<file path="src/rtl/wb_port_arb.sv">
// Regfile write-port arbiter: pipeline writeback versus a small FIFO of mul/div results.
// A starvation counter forces a buffered result out by stalling the pipeline for one cycle.
`ifndef REG_ADDR_BUS
`define REG_ADDR_BUS 4:0
`endif
`ifndef REG_BUS
`define REG_BUS 31:0
`endif

module wb_port_arb #(
    parameter int STARVE_MAX = 4,
    parameter int LL_DEPTH   = 2
) (
    input  logic                 clk,
    input  logic                 rst_n,
    input  logic                 p_we_i,
    input  logic [`REG_ADDR_BUS] p_addr_i,
    input  logic [`REG_BUS]      p_data_i,
    output logic                 stall_o,
    input  logic                 ll_valid_i,
    output logic                 ll_ready_o,
    input  logic [`REG_ADDR_BUS] ll_addr_i,
    input  logic [`REG_BUS]      ll_data_i,
    output logic [1:0]           ll_pending_o,
    output logic                 rd_we_o,
    output logic [`REG_ADDR_BUS] rd_addr_o,
    output logic [`REG_BUS]      rd_data_o
);
    localparam int PW = (LL_DEPTH > 1) ? $clog2(LL_DEPTH) : 1;
    localparam int CW = $clog2(LL_DEPTH + 1);
    localparam int SW = $clog2(STARVE_MAX) + 1;

    typedef enum logic {ARB = 1'b0, FORCE = 1'b1} state_t;

    state_t                state_q, state_d;
    logic [PW-1:0]         wr_ptr_q, wr_ptr_d, rd_ptr_q, rd_ptr_d;
    logic [CW-1:0]         count_q, count_d;
    logic [SW-1:0]         starve_q, starve_d;
    logic                  rd_we_q, rd_we_d;
    logic [`REG_ADDR_BUS]  rd_addr_q, rd_addr_d;
    logic [`REG_BUS]       rd_data_q, rd_data_d;
    logic [`REG_ADDR_BUS]  fifo_addr_q [LL_DEPTH];
    logic [`REG_BUS]       fifo_data_q [LL_DEPTH];

    logic                  push, pop, grant_p, has_head;
    logic [`REG_ADDR_BUS]  sel_addr;
    logic [`REG_BUS]       sel_data;

    // Ready and stall depend on registers only, so neither forms a path from the inputs.
    assign ll_ready_o   = (count_q < CW'(LL_DEPTH));
    assign stall_o      = (state_q == FORCE);
    assign ll_pending_o = 2'(count_q);
    assign rd_we_o      = rd_we_q;
    assign rd_addr_o    = rd_addr_q;
    assign rd_data_o    = rd_data_q;

    always_comb begin
        state_d  = state_q;
        grant_p  = 1'b0;
        pop      = 1'b0;
        has_head = (count_q != '0);
        push     = ll_valid_i && ll_ready_o;

        case (state_q)
            ARB: begin
                if (p_we_i) begin
                    grant_p = 1'b1;
                end else if (has_head) begin
                    pop = 1'b1;
                end
                if (has_head && !pop && (starve_q == SW'(STARVE_MAX - 1))) begin
                    state_d = FORCE;
                end
            end
            FORCE: begin
                pop     = has_head;
                state_d = ARB;
            end
            default: state_d = ARB;
        endcase

        wr_ptr_d = wr_ptr_q;
        if (push) begin
            wr_ptr_d = (wr_ptr_q == PW'(LL_DEPTH - 1)) ? '0 : wr_ptr_q + PW'(1);
        end
        rd_ptr_d = rd_ptr_q;
        if (pop) begin
            rd_ptr_d = (rd_ptr_q == PW'(LL_DEPTH - 1)) ? '0 : rd_ptr_q + PW'(1);
        end

        count_d = count_q;
        if (push && !pop) begin
            count_d = count_q + CW'(1);
        end else if (pop && !push) begin
            count_d = count_q - CW'(1);
        end

        starve_d = (!has_head || pop) ? '0 : starve_q + SW'(1);

        // Address 0 is consumed like any other entry but never reaches the regfile.
        sel_addr  = grant_p ? p_addr_i : fifo_addr_q[rd_ptr_q];
        sel_data  = grant_p ? p_data_i : fifo_data_q[rd_ptr_q];
        rd_we_d   = (grant_p || pop) && (sel_addr != '0);
        rd_addr_d = (grant_p || pop) ? sel_addr : rd_addr_q;
        rd_data_d = (grant_p || pop) ? sel_data : rd_data_q;
    end

    always_ff @(posedge clk or negedge rst_n) begin
        if (!rst_n) begin
            state_q   <= ARB;
            wr_ptr_q  <= '0;
            rd_ptr_q  <= '0;
            count_q   <= '0;
            starve_q  <= '0;
            rd_we_q   <= 1'b0;
            rd_addr_q <= '0;
            rd_data_q <= '0;
        end else begin
            state_q   <= state_d;
            wr_ptr_q  <= wr_ptr_d;
            rd_ptr_q  <= rd_ptr_d;
            count_q   <= count_d;
            starve_q  <= starve_d;
            rd_we_q   <= rd_we_d;
            rd_addr_q <= rd_addr_d;
            rd_data_q <= rd_data_d;
        end
    end

    // Storage needs no reset: a zero count makes every slot invisible.
    always_ff @(posedge clk) begin
        if (push) begin
            fifo_addr_q[wr_ptr_q] <= ll_addr_i;
            fifo_data_q[wr_ptr_q] <= ll_data_i;
        end
    end
endmodule

</file>
<file path="config.mk">
export PLATFORM = sky130hd
export DESIGN_NAME = wb_port_arb
export DESIGN_NICKNAME = d
export VERILOG_FILES = /design/src/rtl/wb_port_arb.sv
export SDC_FILE = /design/constraint.sdc
export NUM_CORES = 1
export LEC_CHECK = 0
export BUFFER_PORTS_ARGS = -buffer_cell sky130_fd_sc_hd__buf_2
export CORE_MARGIN = 3
export CORE_UTILIZATION = 40
export DETAILED_ROUTE_END_ITERATION = 8
export PLACE_DENSITY = 0.68
export SLEW_MARGIN = 15
export SYNTH_ARGS = -nofsm -noshare
export SYNTH_HDL_FRONTEND = slang
export SYNTH_SLANG_ARGS = --single-unit
</file>
<file path="constraint.sdc">
create_clock -name clk -period 8.7 [get_ports clk]
set_clock_uncertainty 0.15 [all_clocks]
set_input_delay 2.175 -clock clk [delete_from_list [all_inputs] [get_ports clk]]
set_output_delay 2.175 -clock clk [all_outputs]
set_load 0.005 [all_outputs]
</file>
After elaboration in Yosys (flattened, before gate mapping)
Memories as Yosys holds them, arrays and structs flattened.
Cells that the tools add are included.
{"block": "totals", "register_bits": 46, "ram_bits": 74, "inputBits": 78, "output_inout_bits": 42, "elab_cells": 50, "mem_count": 2}
{"name": "fifo_data_q", "depth": 2, "word_bits": 32, "read_ports": 1, "rd_ports_with_merged_regs": 0, "write_ports": 1, "line_no": "43", "text": "logic [`REG_BUS] fifo_data_q [LL_DEPTH];"}
{"name": "fifo_addr_q", "depth": 2, "word_bits": 5, "read_ports": 1, "rd_ports_with_merged_regs": 0, "write_ports": 1, "line_no": "42", "text": "logic [`REG_ADDR_BUS] fifo_addr_q [LL_DEPTH];"}
{"block": "op_classes", "n_addsub": 5, "magnitude_cmp": 1, "eq_ne": 1, "mux": 17, "bitwise": 1, "reduce_logical": 15}
{"cell": "$mux W32", "count": 1}
{"cell": "$mux W1", "count": 10}
{"cell": "$logic_and A1 B1 Y1", "count": 6}
{"cell": "$mux W5", "count": 1}
{"cell": "$reduce_bool A5 Y1", "count": 1}
{"cell": "$logic_not A1 Y1", "count": 4}
{"cell": "$mux W2", "count": 2}
{"cell": "$pmux W1 S2", "count": 2}
{"cell": "$reduce_bool A2 Y1", "count": 2}
{"cell": "$add A3 B1 Y3 const B", "count": 1}
{"cell": "$eq A3 B2 Y1 const B", "count": 1}
{"cell": "$mux W3", "count": 1}
{"cell": "$add A1 B1 Y1 const B", "count": 2}
{"cell": "$add A2 B1 Y2 const B", "count": 1}
{"cell": "$logic_or A1 B1 Y1", "count": 2}
{"cell": "$lt A2 B2 Y1 const B", "count": 1}
{"cell": "$sub A2 B1 Y2 const B", "count": 1}
{"cell": "$not A1 Y1", "count": 1}

Logic depth before layout (Yosys ltp)
{"block": "logic_depth", "word_depth": 9, "depth_mapped": 7, "depth_no_buf": 6}

Worst setup path before layout
No wires, ideal clock.
{"block": "synth_timing", "path_type": "input -> register", "startpoint": "input port ll_valid_i", "endpoint": "memory fifo_addr_q[0][0] (netlist name) (enable)", "setup_ns": 0.436, "t_arrival_ns": 4.116, "required_ns": 8.114, "slack_ns": 3.999, "stages": 2, "path_buffers": 0, "cell_sequence": "nor2b_1 nor2b_1"}
{"block": "synth_via", "elab_chain_len": 3}
{"item": "start, declared", "line_no": "20", "text": "input logic ll_valid_i,"}
{"item": "$logic_and A1 B1 Y1", "line_no": "62", "text": "push = ll_valid_i && ll_ready_o;"}
{"item": "$mux W1", "line_no": "132", "text": "if (push) begin"}
{"item": "$mux W1 (implied by the code)", "line_no": "133", "text": "fifo_addr_q[wr_ptr_q] <= ll_addr_i;"}
{"item": "end, declared", "line_no": "42"}
No other way between the ends.

Worst setup path after layout
{"block": "layout_timing", "startpoint": "input port ll_valid_i", "endpoint": "memory fifo_data_q[0][18] (netlist name) (enable)"}
{"block": "layout_via", "elab_chain_len": 3}
{"item": "$logic_and A1 B1 Y1", "line_no": "62"}
{"item": "$mux W1", "line_no": "132"}
{"item": "$mux W1 (implied by the code)", "line_no": "134", "text": "fifo_data_q[wr_ptr_q] <= ll_data_i;"}
{"item": "end, declared", "line_no": "43"}
No other way between the ends.

==> impl_metrics.yaml <==
synthesis:
  synth_sequential_area_ratio_pct: 71.5
  synth_largest_type_area_fraction_pct: 47.1
  postSynthCellCount: 347
  netlist-cell-type-count: 26
  synth-warning-count: 0
  synthesis.area_per_instance_sq_um: 13.6
  postSynthRegisterBits: 120
  post_synthesis_net_count: 428
  async_reset_ff_share_pct: 38.3
  syn_area_sq_um: 4720
  synth-edff-count: 74
  cell_type_with_the_highest_aggregate_area_in_the_netlist: "sky130_fd_sc_hd__edfxtp_1"
  synth_ff_type: "sky130_fd_sc_hd__edfxtp_1"
  synth_area_leaders: "sky130_fd_sc_hd__edfxtp_1, sky130_fd_sc_hd__dfrtp_1, sky130_fd_sc_hd__mux2i_1"
hold_path:
  holdCritPathClass: "register to register"
global_route:
  globalRouteMet2Util_pct: 24.3
  initial_antenna_violation_count: 0
  gr-usage-met3_pct: 6.03
  maximum_number_of_pins_on_one_net_before_global_route_repair: 77
  track_usage_pct: 14.7
  number_of_global_route_vias_before_repair: 3071
  met1_capacity_usage_during_global_routing_pct: 17.1
  grt_busiest_layer: "met2"
  overflow: 0
  wire_length_of_the_first_global_routing_pass_microns: 14700
cells_and_area:
  area_growth_syn_to_layout_pct: 26.0
  most-common-layout-cells: "sky130_fd_sc_hd__buf_2, sky130_fd_sc_hd__edfxtp_1, sky130_fd_sc_hd__dfrtp_1"
  finalNetCount: 549
  diode_count: 0
  utilization_pct: 51.8
  layout.cells.most_common: "sky130_fd_sc_hd__buf_2"
  fillers: 999
  layout-drive-gt1-share_pct: 32.2
  stdcell_area_sq_um: 5940
pwr:
  p_switching_uw: 574
  pwr_density_cell_nw_per_um2: 329
  p_comb_share_pct: 23.2
  leakage_power_nw: 2.58
  p_int_mw: 1.38
  worst_ir_drop_vdd_mv: 0.142
  power.switching_fraction_pct: 29.4
  register_share_of_total_power_pct: 43.8
  power.share.clock_pct: 33.0
  power.total_mw: 1.96
clock_tree:
  root_buffer: "sky130_fd_sc_hd__clkbuf_16"
  cts_resized: 0
  clk_latency_ns: 0.40
  path_clk_slew_ns: 0.05
  holdBufCountCts: 0
  clock_tree_from_tritoncts: "yes"
  h-tree-depth: 4
  clk_path_buf_depth: 2
  cts_num_sinks: 120
  cts_setup_buffers: 0
  cts_buffers: 17
critical_path:
  worst-setup-path-type: "input pin to register"
  worstSetupEndpointType: "register"
  crit_required_ns: 8.56
  crit_path_max_fanout: 37
  worst-endpoint-arrival_ns: 3.47
  cp-start-kind: "input pin"
run_status:
  run_status: "finished clean"
die:
  ios: 120
  die_width_microns: 115
  die_height_microns: 115
  floorplan.die_area_sq_um: 13100
  rows: 39
  fp.coreArea_sq_um: 11500
  initial_utilization_pct: 41.1
timing:
  period_share_pct: 41.5
  setup-tns-final_ns: 0
  timing.max_slew.rel_slack_pct: 25.9
  final_setup_violations: 0
  timing.final.max_slew_violations: 0
  finalWorstPathRequiredPeriod_ns: 3.61
  final_hold_viol_count: 0
  grt_setup_unrepaired: "false"
  fmaxAchievable_ghz: 0.277
  tightest_slew_ns: 1.11
detailed_routing:
  drt-pass1-iter-count: 4
  ant_nets: 0
  detail_route.vias_per_cell: 4.77
  drc: 0
  routedWlPerCell_microns: 14.7
  postRouteWirelength_microns: 9170
  via_count: 2978
  dr.first_iter.drc_count: 72
placed_design:
  gpl.final_weighted_congestion: 0.732
  dpl.hpwl_microns: 5910
  buffer_ports.inserted: 119
  placedInstanceArea_sq_um: 5400
run:
  maxCapViolations: 0
==> cell type report <==
class,instances,area (sq um),area share [%]
clock buffers,20,437,7.35
well taps,143,179,3.01
repair buffers,121,613,10.3
inverters,2,7.51,0.126
flip-flops and latches,120,3370,56.8
clock inverters,12,109,1.83
multi-input cells,206,1220,20.6
==> cells by family after synthesis <==
group / synth area share (%)
DFF: 71.5
AOI/OAI and AO/OA: 7.67
buffers and inverters: 2.73
muxes: 8.73
adders and majority gates: 0.796
and+or+nand+nor: 7.64
xor gates and xnor gates: 0.929
==> path summary, 6_finish.rpt <==
check,start,endpoint,slack [ns],cells past startpoint
setup / recovery,ll_valid_i,fifo_data_q[0][18],5.09,3
hold / removal,starve_q[0],starve_q[0],0.30,1
setup reg to reg,rd_ptr_q,rd_we_o,6.44,4
hold reg to reg,starve_q[0],starve_q[0],0.30,1
max in group asynchronous,rst_n,rd_ptr_q,6.30,1
min in group asynchronous,rst_n,rd_data_o[7],1.65,1
==> power groups by stage <==
stage / combinational, mW / sequential [mW] / clock (mW)
after floorplan: 0.353 / 0.826 / 0
after global placement: 0.452 / 0.863 / 0
after detailed placement: 0.465 / 0.872 / 0
after CTS: 0.467 / 0.861 / 0.661
after global routing: 0.518 / 0.877 / 0.691
final: 0.453 / 0.857 / 0.646
==> registers in the layout, indices dropped and copies added (netlist names) <==
register / flops
fifo_data_q: 64
rd_data_o: 32
fifo_addr_q: 10
rd_addr_o: 5
starve_q: 3
ll_pending_o: 2
rd_ptr_q: 1
rd_we_o: 1
stall_o: 1
wr_ptr_q: 1
==> metrics by stage <==
stage          hold slack, ns  cells  setup WS [ns]
2_1_floorplan           0.258    347           4.00
3_3_place_gp            0.268    592           4.68
3_5_place_dp            0.287    592           4.62
4_1_cts                 0.294    624           5.05
5_1_grt                 0.320    624           5.00
6_report                0.297    624           5.09
==> critical path, stage by stage <==
cell                      delay (ns)
sky130_fd_sc_hd__buf_2          0.07
sky130_fd_sc_hd__nor2b_1        0.26
sky130_fd_sc_hd__nor2b_4        0.96
==> cells in the mapped netlist (2+ instances only) <==
cell and instances:
sky130_fd_sc_hd__edfxtp_1 74, sky130_fd_sc_hd__dfrtp_1 46, sky130_fd_sc_hd__nand2_1 38, sky130_fd_sc_hd__nor2_1 38, sky130_fd_sc_hd__mux2i_1 37, sky130_fd_sc_hd__a21oi_1 34
sky130_fd_sc_hd__o21ai_1 24, sky130_fd_sc_hd__o21ai_0 13, sky130_fd_sc_hd__buf_2 7, sky130_fd_sc_hd__clkbuf_1 5, sky130_fd_sc_hd__buf_6 4, sky130_fd_sc_hd__and3_1 3
sky130_fd_sc_hd__buf_4 3, sky130_fd_sc_hd__ha_1 3, sky130_fd_sc_hd__xnor2_1 3, sky130_fd_sc_hd__inv_1 2, sky130_fd_sc_hd__mux2_4 2, sky130_fd_sc_hd__nor2b_1 2
sky130_fd_sc_hd__xor2_1 2
==> routing by layer <==
metal	share of wire [%]	wire length, microns
met5	0	0
met4	0.93	85
met3	5.9	545
met2	51	4680
met1	42	3860
(Power assumes the default switching activity.)
